## config.mk

```make
export PLATFORM = sky130hd
export DESIGN_NAME = frame_write_ctrl
export DESIGN_NICKNAME = d
export VERILOG_FILES = /design/src/rtl/frame_write_ctrl_pkg.sv /design/src/rtl/edge_detect.sv /design/src/rtl/frame_write_ctrl.sv
export SDC_FILE = /design/constraint.sdc
export NUM_CORES = 1
export LEC_CHECK = 0
export CORE_AREA = 8 8 59 71
export DETAILED_ROUTE_END_ITERATION = 12
export DIE_AREA = 0 0 67 79
export GPL_TIMING_DRIVEN = 0
export PLACE_DENSITY = 0.8
export SLEW_MARGIN = 25
export SYNTH_ARGS = -nofsm -noshare
export SYNTH_HDL_FRONTEND = slang
export SYNTH_SLANG_ARGS = --single-unit
export TNS_END_PERCENT = 30
```

## constraint.sdc

```tcl
create_clock -name pclk -period 1.8 [get_ports pclk]
set_input_delay 0.27 -clock pclk [delete_from_list [all_inputs] [get_ports pclk]]
set_output_delay 0.27 -clock pclk [all_outputs]
set_load 0.005 [all_outputs]
```

## src/rtl/frame_write_ctrl_pkg.sv

```systemverilog
// frame_write_ctrl_pkg: shared state encoding and default geometry for the frame write controller.
package frame_write_ctrl_pkg;
   localparam int DEF_DEPTH  = 76800;
   localparam int DEF_ADDR_W = 17;
   typedef logic [1:0] state_t;
   localparam state_t ST_FROZEN  = 2'd0;
   localparam state_t ST_ARMED   = 2'd1;
   localparam state_t ST_CAPTURE = 2'd2;
endpackage

```

## src/rtl/edge_detect.sv

```systemverilog
// edge_detect: registers a level once and flags its rising and falling edges.
module edge_detect (
   input  logic clk,
   input  logic rst,
   input  logic sig_i,
   output logic fall_o,
   output logic rise_o
);
   logic sig_q, primed_q;
   always_ff @(posedge clk or posedge rst) begin
      if (rst) begin
         sig_q    <= 1'b1;
         primed_q <= 1'b0;
      end else begin
         sig_q    <= sig_i;
         primed_q <= 1'b1;
      end
   end
   // No edge on the first clock after reset, so a frame already in progress is not mistaken for a new one.
   assign fall_o = primed_q & sig_q & ~sig_i;
   assign rise_o = primed_q & ~sig_q & sig_i;
endmodule

```

## src/rtl/frame_write_ctrl.sv

```systemverilog
// frame_write_ctrl: gates camera pixel writes into a frame buffer under live/freeze/snapshot control.
module frame_write_ctrl
   import frame_write_ctrl_pkg::*;
#(
   parameter int DEPTH  = DEF_DEPTH,
   parameter int ADDR_W = DEF_ADDR_W
) (
   input  logic              pclk,
   input  logic              rst,
   input  logic              vsync,
   input  logic              we_in,
   input  logic [ADDR_W-1:0] addr_in,
   input  logic              cmd_live,
   input  logic              cmd_freeze,
   input  logic              cmd_snap,
   output logic              wea,
   output logic [ADDR_W-1:0] addra,
   output logic              frame_done,
   output logic              frozen,
   output logic              overflow,
   output logic [7:0]        frame_cnt
);
   localparam logic [ADDR_W:0] LIMIT = (ADDR_W+1)'(DEPTH);
   state_t state_q, state_d, st_c;
   logic live_q, live_d, more_q, more_d, ovf_q, ovf_d;
   logic wea_q, done_q, frozen_q, fin;
   logic [ADDR_W-1:0] addra_q;
   logic [7:0] cnt_q;
   logic vs_fall, vs_rise, wr_cap, in_rng;
   edge_detect u_vs (
      .clk   (pclk),
      .rst   (rst),
      .sig_i (vsync),
      .fall_o(vs_fall),
      .rise_o(vs_rise)
   );
   assign wr_cap = we_in && (state_q == ST_CAPTURE);
   assign in_rng = {1'b0, addr_in} < LIMIT;
   // Commands resolve first; the vsync edge then acts on the updated state and mode bits.
   always_comb begin
      st_c   = state_q;
      live_d = live_q;
      more_d = more_q;
      ovf_d  = ovf_q;
      if (cmd_freeze) begin
         live_d = 1'b0;
         more_d = 1'b0;
         st_c   = (state_q == ST_ARMED) ? ST_FROZEN : state_q;
      end else if (cmd_snap) begin
         live_d = 1'b0;
         ovf_d  = 1'b0;
         more_d = more_q | (state_q == ST_CAPTURE);
         st_c   = (state_q == ST_FROZEN) ? ST_ARMED : state_q;
      end else if (cmd_live) begin
         live_d = 1'b1;
         more_d = 1'b0;
         ovf_d  = 1'b0;
         st_c   = (state_q == ST_FROZEN) ? ST_ARMED : state_q;
      end
      if (wr_cap && !in_rng) ovf_d = 1'b1;
      fin     = vs_rise && (st_c == ST_CAPTURE);
      state_d = (vs_fall && st_c == ST_ARMED) ? ST_CAPTURE :
                fin ? ((live_d || more_d) ? ST_ARMED : ST_FROZEN) : st_c;
      if (fin) more_d = 1'b0;
   end
   always_ff @(posedge pclk or posedge rst) begin
      if (rst) begin
         state_q  <= ST_ARMED;
         live_q   <= 1'b1;
         more_q   <= 1'b0;
         ovf_q    <= 1'b0;
         wea_q    <= 1'b0;
         addra_q  <= '0;
         done_q   <= 1'b0;
         frozen_q <= 1'b0;
         cnt_q    <= '0;
      end else begin
         state_q  <= state_d;
         live_q   <= live_d;
         more_q   <= more_d;
         ovf_q    <= ovf_d;
         wea_q    <= wr_cap && in_rng;
         addra_q  <= addr_in;
         done_q   <= fin;
         frozen_q <= (state_q == ST_FROZEN);
         cnt_q    <= cnt_q + 8'(fin);
      end
   end
   assign wea        = wea_q;
   assign addra      = addra_q;
   assign frame_done = done_q;
   assign frozen     = frozen_q;
   assign overflow   = ovf_q;
   assign frame_cnt  = cnt_q;
endmodule

```

==> flow_metrics.py <==
metrics = {
    "grt": {
        "antenna_found_initial": 0,
        "grt_overflow_total": 0,
        "grt_pass1_vias": 914,
        "grt_max_degree": 36,
        "grt_use_met1_pct": 11.30,
        "grtUsageMet3_pct": 4.641,
        "gr-usage-met2_pct": 18.12,
        "grt-busiest-layer": "met2",
        "grt_use_total_pct": 10.79,
        "grt_pass1_wl_um": 4367,
    },
    "critical_path": {
        "cp_data_required_time_ns": 1.96,
        "criticalPathCategory": "reg -> reg",
        "rr_startpoint": "state_q[0]",
        "r2r_end": "frame_cnt[4]",
        "cp-startpoint": "state_q[0]",
        "arrival_ns": 1.84,
        "reg2reg_slack_ns": 0.12,
        "cp-start-kind": "flop",
        "worstRegToRegCells": 7,
        "crit_path_end": "frame_cnt[4]",
        "crit_fanout": 5,
        "end_kind": "flop",
    },
    "routing": {
        "drtAntennaViolNets": 0,
        "via_count": 815,
        "wl_per_cell_um": 14.78,
        "wl_um": 2601,
        "drc": 0,
        "first_iter_violations": 23,
        "first_pass_iters": 3,
        "vias_per_cell": 4.631,
    },
    "placement": {
        "placed_area_um2": 1738,
        "numPortBuffers": 52,
        "pre_cts_ws_ns": -0.1283,
        "hpwl_um": 2048,
        "gp_congestion": 0.6719,
    },
    "timing": {
        "relSlewSlack_pct": 54.13,
        "setup_viol": 0,
        "slew_viol_final": 0,
        "hold_viol_final": 0,
        "period_needed_ns": 1.681,
        "clock_skew_ns": 0.002018,
        "fin_ws_ns": 0.1190,
        "holdWs_ns": 0.4309,
        "rsz0062_at_grt": "no",
        "fmax_ghz": 0.5949,
        "worst_slew_pin_slew_ns": 0.6870,
        "setup_tns_ns": 0,
        "fin_crit_sh_pct": 93.39,
    },
    "yosys": {
        "netlist.area_leader.share_pct": 68.38,
        "yosys-top-cells-area": "dfrtp_1, dfstp_2, xnor2_1",
        "async_reset_ff_share_pct": 100.0,
        "ys_warn_count": 0,
        "ys_seq_area_share_pct": 75.11,
        "syn_nets": 105,
        "synthCells": 79,
        "synth_edf_count": 0,
        "syn_area_um2": 1171,
        "ys_top_cells_by_count": "dfrtp_1, nand3_1, xnor2_1",
        "synth_flop_cell": "dfrtp_1",
        "syn_avg_cell_area_um2": 14.82,
        "synth.most_common_cell": "dfrtp_1",
        "yosys_register_bits": 35,
        "synth_top_cell_by_area": "dfrtp_1",
        "synth_cell_type_count": 24,
    },
    "pwr": {
        "peakVddDrop_mv": 0.8305,
        "p_per_area_nw_per_um2": 1061,
        "p_leak_uw": 0.0008162,
    },
    "final_layout": {
        "drive_gt1_share_pct": 10.79,
        "diodes": 0,
        "final_core_util_pct": 58.22,
        "synthToLayoutAreaGrowth_pct": 57.37,
        "stdcell_area_um2": 1843,
        "nNetsFinal": 164,
    },
    "clock_network": {
        "clock-root-buffer": "clkbuf_8",
        "cts_tree": "done",
        "numCtsBuffers": 5,
        "clockBufferDepth": 2,
        "cts-hold-fix-buffers": 0,
        "clkTransAtPathRegs_ns": 0.06,
        "postCtsSetupBuffers": 0,
        "cts_sinks": 35,
        "ctsResizeCount": 0,
        "insertion_delay_ns": 0.27,
        "ctsHtreeMaxLevel": 2,
    },
    "floorplanning": {
        "fp-row-count": 23,
        "die_y_um": 79,
        "die_area_um2": 5293,
        "core_um2": 3166,
        "die_w_um": 67,
        "initial_utilization_pct": 37.00,
        "io_pins": 53,
    },
    "hold_path": {
        "min-delay-path-class": "in -> reg",
    },
    "status": {
        "outcome": "finished clean",
    },
    "flow_run": {
        "drv_cap": 0,
    },
}
-- routing by layer --
metal | routed length, um | share of wire (%) | vias up
met5 | 0 | 0 | -
met4 | 16 | 0.62 | 0
met3 | 199 | 7.7 | 2
met1 | 943 | 36 | 396
met2 | 1442 | 55 | 33
li1 | - | - | 384
-- placed cells by master (no fill, tap or decap), types with 3 or more instances in the layout --
cell type / count
clkbuf_8: 7
clkdlybuf4s50_1: 52
dfrtp_1: 32
dfstp_2: 3
nand2_1: 3
nand3_1: 5
nor2_1: 4
nor3_1: 3
xnor2_1: 5
-- registers in the layout, summed over array words and instances, names as in the netlist --
signal	cells
addra	17
frame_cnt	8
state_q	2
frame_done	1
frozen	1
live_q	1
more_q	1
overflow	1
u_vs.primed_q	1
u_vs.sig_q	1
wea	1
-- critical path, cell delays in order, from the launching register on --
cell      delay (ns)
dfstp_2         0.39
and2b_4         0.29
nand4b_4        0.13
inv_1           0.10
ha_2            0.21
ha_2            0.21
nand3_1         0.09
xnor2_1         0.14
-- worst min path at each step --
stage | to | slack, ns | depth (start not counted) | start
final | addra[6] | 0.43 | 1 | addr_in[6]
after global routing | addra[9] | 0.41 | 1 | addr_in[9]
after CTS | addra[6] | 0.42 | 1 | addr_in[6]
after detailed placement | frame_cnt[7] | 0.47 | 1 | frame_cnt[7]
after global placement | frame_cnt[7] | 0.46 | 1 | frame_cnt[7]
after floorplan | u_vs.sig_q | 0.27 | 0 | vsync
-- kinds of logic (layout without fill, tap and decap cells) --
family          after synthesis  after routing  synth area share [%]
compound gates                8              8                 4.273
xor+xnor                      6              6                 4.487
fa+ha+maj                     2              2                 2.136
buf+inv                       2             62                0.6413
flops                        35             35                 75.11
other cells                   1              1                0.3202
simple gates                 25             25                 13.03
-- where the power goes --
part | leakage, uW | switching [uW] | internal (uW)
clock network | 0.0000515 | 246 | 349
registers | 0.000429 | 72.8 | 899
logic | 0.000336 | 144 | 243
-- stage by stage --
| step | power [uW] | instances |
|---|---|---|
| global route | 2079 | 176 |
| CTS | 1981 | 176 |
| detailed placement | 1377 | 168 |
| finish | 1955 | 176 |
| global placement | 1353 | 168 |
| floorplan | 1127 | 79 |
-- area by class of cell --
cell class	instances	area (um2)
timing repair buffer	52	520.5
fill	272	1323
clock buffer	8	100.1
tap	37	46.29
sequential	35	879.6
inverter	2	7.507
multi-input combinational	42	289.0
No activity file was read; power rests on OpenSTA's default activity.
